`src/rtl/alu_pkg.sv`:
```
// alu_pkg: opcode and FSM state types plus flag bit positions shared by alu_pipe
package alu_pkg;
  typedef enum logic [2:0] {
    OP_ADD  = 3'd0,
    OP_MUL  = 3'd1,
    OP_AND  = 3'd2,
    OP_OR   = 3'd3,
    OP_XOR  = 3'd4,
    OP_NOTA = 3'd5,
    OP_SUB  = 3'd6,
    OP_ILL  = 3'd7
  } op_e;
  typedef enum logic [1:0] {IDLE, BUSY, DONE} state_e;
  localparam int FLAG_Z = 3;
  localparam int FLAG_C = 2;
  localparam int FLAG_N = 1;
  localparam int FLAG_V = 0;
endpackage

```
`src/rtl/alu_mul_seq.sv`:
```
// alu_mul_seq: iterative shift-add multiplier retiring W/MUL_CYC multiplier bits per cycle
//   CLK, rst_n : clock, async active-low reset
//   start      : load A/B and begin a MUL_CYC-cycle multiply
//   done       : high in the last busy cycle; product is final while done is high
//   product    : 2W-bit product
module alu_mul_seq #(
  parameter int W = 8,
  parameter int MUL_CYC = W
) (
  input  logic           CLK,
  input  logic           rst_n,
  input  logic           start,
  input  logic [W-1:0]   A,
  input  logic [W-1:0]   B,
  output logic           done,
  output logic [2*W-1:0] product
);
  localparam int K = W / MUL_CYC;
  localparam int CW = $clog2(MUL_CYC + 1);
  logic [CW-1:0] cnt;
  logic [2*W-1:0] a_r, acc, step;
  logic [W-1:0] b_r;
  assign step = a_r * {{(2*W-K){1'b0}}, b_r[K-1:0]};
  // product includes the step being retired this cycle, so it is final while done is high
  assign product = acc + step;
  assign done = cnt == CW'(1);
  always_ff @(posedge CLK or negedge rst_n)
    if (!rst_n) begin
      cnt <= '0;
      a_r <= '0;
      b_r <= '0;
      acc <= '0;
    end else if (start) begin
      cnt <= CW'(MUL_CYC);
      a_r <= {{W{1'b0}}, A};
      b_r <= B;
      acc <= '0;
    end else if (cnt != '0) begin
      cnt <= cnt - CW'(1);
      a_r <= a_r << K;
      b_r <= b_r >> K;
      acc <= product;
    end
endmodule

```
`src/rtl/alu_pipe.sv`:
```
// alu_pipe: valid/ready ALU with single-cycle logic/add ops and an iterative multiplier
//   CLK, rst_n           : clock, async active-low reset
//   in_valid/in_ready    : request handshake, A/B/OP captured on acceptance
//   A, B (W), OP (3)     : operands and opcode (see alu_pkg::op_e)
//   out_valid/out_ready  : result handshake, out_valid high exactly in DONE
//   result (2W), err     : zero-extended result, illegal-opcode indicator
//   flags (4, Z C N V)   : only when ALU_FLAGS_EN is defined
module alu_pipe import alu_pkg::*; #(
  parameter int W = 8,
  parameter int MUL_CYC = W
) (
  input  logic           CLK,
  input  logic           rst_n,
  input  logic           in_valid,
  output logic           in_ready,
  input  logic [W-1:0]   A,
  input  logic [W-1:0]   B,
  input  logic [2:0]     OP,
  output logic           out_valid,
  input  logic           out_ready,
  output logic [2*W-1:0] result,
  output logic           err
`ifdef ALU_FLAGS_EN
  , output logic [3:0]   flags
`endif
);
  state_e state, nxt;
  op_e op;
  logic accept, mul_start, mul_done, alu_ld, mul_ld;
  logic [2*W-1:0] mul_p, alu_r;
  logic [W:0] sum;
  logic [W-1:0] dif;
  assign op = op_e'(OP);
  assign in_ready = state == IDLE || (state == DONE && out_ready);
  assign out_valid = state == DONE;
  assign accept = in_valid && in_ready;
  assign mul_start = accept && op == OP_MUL;
  assign alu_ld = accept && op != OP_MUL;
  assign mul_ld = state == BUSY && mul_done;
  assign sum = {1'b0, A} + {1'b0, B};
  assign dif = A - B;
  assign alu_r = op == OP_ADD  ? {{(W-1){1'b0}}, sum} :
                 op == OP_SUB  ? {{W{1'b0}}, dif} :
                 op == OP_AND  ? {{W{1'b0}}, A & B} :
                 op == OP_OR   ? {{W{1'b0}}, A | B} :
                 op == OP_XOR  ? {{W{1'b0}}, A ^ B} :
                 op == OP_NOTA ? {{W{1'b0}}, ~A} : '0;
  alu_mul_seq #(.W(W), .MUL_CYC(MUL_CYC)) u_mul (
    .CLK(CLK),
    .rst_n(rst_n),
    .start(mul_start),
    .A(A),
    .B(B),
    .done(mul_done),
    .product(mul_p)
  );
  // a request accepted in DONE is treated exactly like one accepted in IDLE
  always_comb begin
    nxt = state;
    if (state == BUSY) nxt = mul_done ? DONE : BUSY;
    else if (accept) nxt = op == OP_MUL ? BUSY : DONE;
    else if (state == DONE && out_ready) nxt = IDLE;
  end
  always_ff @(posedge CLK or negedge rst_n)
    if (!rst_n) begin
      state <= IDLE;
      result <= '0;
      err <= 1'b0;
    end else begin
      state <= nxt;
      if (alu_ld) begin
        result <= alu_r;
        err <= op == OP_ILL;
      end else if (mul_ld) begin
        result <= mul_p;
        err <= 1'b0;
      end
    end
`ifdef ALU_FLAGS_EN
  logic [3:0] flg;
  always_comb begin
    flg = '0;
    flg[FLAG_Z] = alu_r == '0;
    flg[FLAG_C] = op == OP_ADD ? sum[W] : op == OP_SUB && A < B;
    flg[FLAG_N] = (op == OP_ADD || op == OP_SUB) && alu_r[W-1];
    flg[FLAG_V] = op == OP_ADD ? A[W-1] == B[W-1] && sum[W-1] != A[W-1] :
                  op == OP_SUB && A[W-1] != B[W-1] && dif[W-1] != A[W-1];
  end
  always_ff @(posedge CLK or negedge rst_n)
    if (!rst_n) flags <= '0;
    else if (alu_ld) flags <= flg;
    else if (mul_ld) flags <= (mul_p == '0) ? 4'(1 << FLAG_Z) : 4'd0;
`endif
endmodule

```
`config.mk`:
```
export PLATFORM = sky130hd
export DESIGN_NAME = alu_pipe
export DESIGN_NICKNAME = d
export VERILOG_FILES = /design/src/rtl/alu_pkg.sv /design/src/rtl/alu_mul_seq.sv /design/src/rtl/alu_pipe.sv
export SDC_FILE = /design/constraint.sdc
export NUM_CORES = 1
export LEC_CHECK = 0
export CORE_MARGIN = 5
export CORE_UTILIZATION = 42
export DETAILED_ROUTE_END_ITERATION = 12
export GPL_TIMING_DRIVEN = 0
export PLACE_DENSITY_LB_ADDON = 0.2
export SYNTH_ARGS = -nofsm -noshare
export SYNTH_HDL_FRONTEND = slang
export SYNTH_HIERARCHICAL = 1
export SYNTH_SLANG_ARGS = --single-unit
```
`constraint.sdc`:
```
create_clock -name CLK -period 7.9 [get_ports CLK]
set_clock_uncertainty 0.15 [all_clocks]
set_input_delay 1.185 -clock CLK [delete_from_list [all_inputs] [get_ports CLK]]
set_output_delay 1.185 -clock CLK [all_outputs]
set_load 0.03 [all_outputs]
```
== Word level (Yosys, flattened, before mapping) ==
Cells that the tools add are included.
Word-level totals
  bits in read-only memories: 0
  logic and storage cells: 62
  flip-flop bits (word level): 63
  RAM bits: 0
  bits in latches: 0
  memories kept: 0
Operators by class
  bitwise operators: 4
  muxes and demuxes: 23
  div/mod/pow operators: 0
  multipliers: 1
  magnitude comparators: 0
  equal/unequal tests: 11
  add/sub/neg operators: 4
  reductions and logical operators: 12
  shift operators: 0
Operators by type and width (count)
  two-way mux 16 bit: 6
  two-way mux 8 bit: 7
  adder 16 bit: 1
  multiplier 16 x 1 -> 16 bit: 1
  == test 3 bit (second input constant): 4
  two-way mux 2 bit: 5
  adder 8 x 8 -> 9 bit: 1
  two-way mux 9 bit: 1
  AND 8 bit: 1
  two-way mux 4 bit: 2
  inverter 8 bit: 1
  bitwise OR 8 bit: 1
  subtractor 8 bit: 1
  XOR 8 bit: 1
  == test 3 x 2 -> 1 bit (second input constant): 2
  logical AND 1 bit: 5
  == test 4 x 1 -> 1 bit (second input constant): 1
  nonzero test 2 bit: 2
  nonzero test 4 bit: 1
  subtractor 4 x 1 -> 4 bit (second input constant): 1
  == test 3 x 1 -> 1 bit (second input constant): 1
  logical NOT 3 bit: 1
  != test 3 x 1 -> 1 bit (second input constant): 1
  nonzero test 3 bit: 1
  other kinds (5): 6

== Depth between registers and ports, before layout ==
  depth in word-level cells: 8
  mapped depth: 12

== Cells and area by module ==
Netlist, hierarchy kept.
By module, submodules not included
  alu_mul_seq: area each 2813.9 µm², instances 1, sequential area each 1101.1 µm², cells each 314
  alu_pipe: area each 2187.1 µm², instances 1, sequential area each 475.5 µm², cells each 287

== Worst setup path after synthesis ==
Ideal clock, no wire load.
  path type: input to output
  start: input out_ready
  end: output in_ready
  stages on the path: 2
  buffers on the path: 0
  arrival time: 1.660 ns
  slack: 4.905 ns
  cell sequence: nor2b_1 nor2_1
Between the ends
  cells in the longest elaborated chain, start to end: 2
Ends and longest elaborated chain
  start, declared: RTL line alu_pipe.sv:20  | input logic out_ready,
  logical AND 1 bit: RTL line alu_pipe.sv:34  | assign in_ready = state == IDLE || (state == DONE && out_ready);
  logical OR 1 bit: RTL line alu_pipe.sv:34
  end, declared: RTL line alu_pipe.sv:15  | output logic in_ready,
No other way between the ends.

== Final worst setup path ==
Ends and elaborated chain as after synthesis.

==> results.toml <==
[timing]
hold_violations = 0
fin_crit_ps = 3914
rsz0062_at_grt = "false"
setup_viol = 0
clock.fmax_ghz = 0.2555
tightestPinTransition_ps = 790.8
fin_setup_tns_ps = 0
fin_ws_ps = 3986
timing.hold.ws_ps = 366.9
slew_headroom_pct = 47.28
post-route-period-util_pct = 49.55
maxSlewViolCount = 0

[global_routing]
track_usage_pct = 20.40
grt_pass1_wl_um = 23030
grt_antenna_before_repair = 0
grt_max_degree = 64
grt_pass1_vias = 4308
grt_overflow = 0

[clock_tree]
clk_pin_slew_worst_paths_ps = 50
clock_path_buffers = 2
clk_latency_ps = 340
numCtsBuffers = 9
cts_tree = "yes"
clockRootBuffer = "clkbuf_16"
cts_hold_buf = 0
cts-resized-gates = 0
cts_sinks = 63
postCtsSetupRepairBufs = 0
h-tree-depth = 3

[route]
drtIter0Drc = 347
drc = 0
vias = 4597
ant_nets = 0
viasPerCell = 5.739
first_pass_iters = 5
finalWirelength_um = 14260
wl_per_cell_um = 17.81

[final_layout]
antennaDiodeCount = 0
regArea_um2 = 1577
multi_input_area_um2 = 3136
layout-drive-gt1-share_pct = 8.663
nets = 719
fillers = 1120
syn_to_final_growth_pct = 17.74

[power]
ir_worst_vdd_mv = 0.1140
comb_power_share_pct = 45.2
sw_frac_of_total_pct = 40.55
power_density_nw_per_um2 = 281.0
p_seq_share_pct = 30.7
p_int_uw = 983.6
switchingPower_uw = 670.8
p_leak_nw = 2.702
pwr-share-clk_pct = 24.0

[synth]
avgSynthCellArea_um2 = 8.321
async_flop_share_pct = 100.0
synth_area_um2 = 5001
ys_warn_count = 6
synth-edff-count = 0
seq_area_frac_synth_pct = 31.52
synth_cell_types = 76
synthCells = 601
synth_ff_type = "dfrtp_1"
synth.net_count = 667
ys_ff_latch = 63

[worst_hold_path]
min-delay-start = "result[2]"
hold_class = "reg2reg"

[worst_setup_path]
crit_top_cell = "clkdlybuf4s50_1"
criticalPathCategory = "in2out"
reg2reg_slack_ps = 4860
worst_setup_path_start_kind = "input port"
cp-endpoint = "in_ready"
ff2ff_path_depth = 10
cp-end-kind = "output pin"
crit_slowest_cell = "clkdlybuf4s50_1"
timing.rr.start = "u_mul/b_r[0]"
startpoint = "out_ready"
cp_max_fo = 4
cp_slowest_stage_delay_ps = 600
crit_chain = "clkdlybuf4s50_1 > nor2b_1 > nor2_1 > clkdlybuf4s50_1"
rr_endpoint = "u_mul/acc[10]"
required_ps = 6570
cp.arrival_ps = 2580

[floorplan]
core_area_um2 = 11560
die_w_um = 119.1
die_y_um = 119.1
initial_core_util_pct = 43.24
rows = 39
dieArea_um2 = 14190
ios = 42

[place]
hpwl_um = 10990
portBuffers = 41
gp_congestion = 0.9194
dp_slack_ps = 3737

[outcome]
status = "complete, no violations"

[flow_run]
maxCapViolations = 0
[critical path: cells and delay by family]
family,cells,cell delay (ps)
buf+inv,2,1030
simple gates,2,370
[Yosys cell counts (all sizes together) (4+ instances only)]
cell     number  share of area (%)
a2111oi       4               0.83
a211oi        5               0.75
a21o          5               0.75
a21oi        51                5.4
a31oi         9                1.1
and2         18                2.3
and3          6               0.75
buf          22                2.4
clkbuf       15                1.2
dfrtp        63                 32
ha           40                 10
inv          30                2.3
mux2i        20                4.0
nand2       100                7.6
nand3        10                1.0
nand3b        4               0.60
nand4         5               0.63
nor2         34                2.6
nor2b         9                1.1
nor3         15                1.7
nor3b         4               0.83
o21a          5               0.75
o21ai        43                4.3
o21bai        5               0.75
or3           5               0.73
xnor2        11                1.9
xor2          9                1.6
[power by group through the flow]
stage | Clock (mW) | Combinational [mW] | Sequential (mW)
after global routing | 0.419 | 0.820 | 0.523
after detailed placement | 0 | 0.744 | 0.513
final | 0.397 | 0.748 | 0.509
after CTS | 0.403 | 0.749 | 0.509
after global placement | 0 | 0.736 | 0.509
after floorplan | 0 | 0.447 | 0.558
[layout by cell type, fill, tap and decap left out, types with 17 or more instances in the layout]
master	count
and2_1	18
a21oi_1	47
nand2_1	99
ha_1	40
buf_2	17
nor2_1	33
dfrtp_1	63
inv_1	29
o21ai_0	34
clkdlybuf4s50_1	40
mux2i_1	20
[layout make-up]
type,instances,area share (%)
multi-input combinational,471,53.25
buffer,37,2.996
clock inverter,5,0.9775
timing repair buffer,41,6.927
sequential,63,26.77
clock buffer,11,4.122
inverter,30,1.912
tap,143,3.039
[per-stage QoR]
stage | total power [mW] | std cells | utilization [%] | instance area (µm²)
floorplan | 1.005 | 601 | - | 5001
global placement | 1.245 | 785 | 48.34 | 5590
detailed placement | 1.258 | 785 | 48.32 | 5588
CTS | 1.661 | 801 | 50.91 | 5888
global route | 1.762 | 801 | 50.91 | 5888
finish | 1.654 | 801 | 50.91 | 5888
[state kept, by name (all words and copies together) (netlist names)]
signal	cells
result	16
u_mul/a_r	16
u_mul/acc	16
u_mul/b_r	8
u_mul/cnt	4
state	2
err	1
[worst min-delay path by stage]
stage	endpoint	cells after the start
2_1_floorplan	u_mul/acc[11]	1
3_3_place_gp	u_mul/acc[12]	1
5_1_grt	u_mul/acc[14]	1
6_report	result[2]	2
3_5_place_dp	u_mul/acc[12]	1
4_1_cts	u_mul/acc[12]	1
[layer usage]
metal	track usage [%]	up-vias	share of wire (%)
met5	0	-	0
met4	6.155	0	1.8
met3	4.218	22	6.8
met2	30.02	165	44
met1	30.07	2182	47
li1	-	2228	-
[logic make-up (layout without fill, tap and decap cells)]
family | count (synthesis) | after routing | synth area share, %
AOI/OAI and AO/OA | 164 | 164 | 21.82
xor gates and xnor gates | 20 | 20 | 3.503
adders and majority gates | 43 | 43 | 11.21
buffers and inverters | 67 | 124 | 5.779
DFF | 63 | 63 | 31.52
muxes | 22 | 22 | 4.678
and+or+nand+nor | 222 | 222 | 21.49
Note: power is estimated with default switching activity, not from simulation.
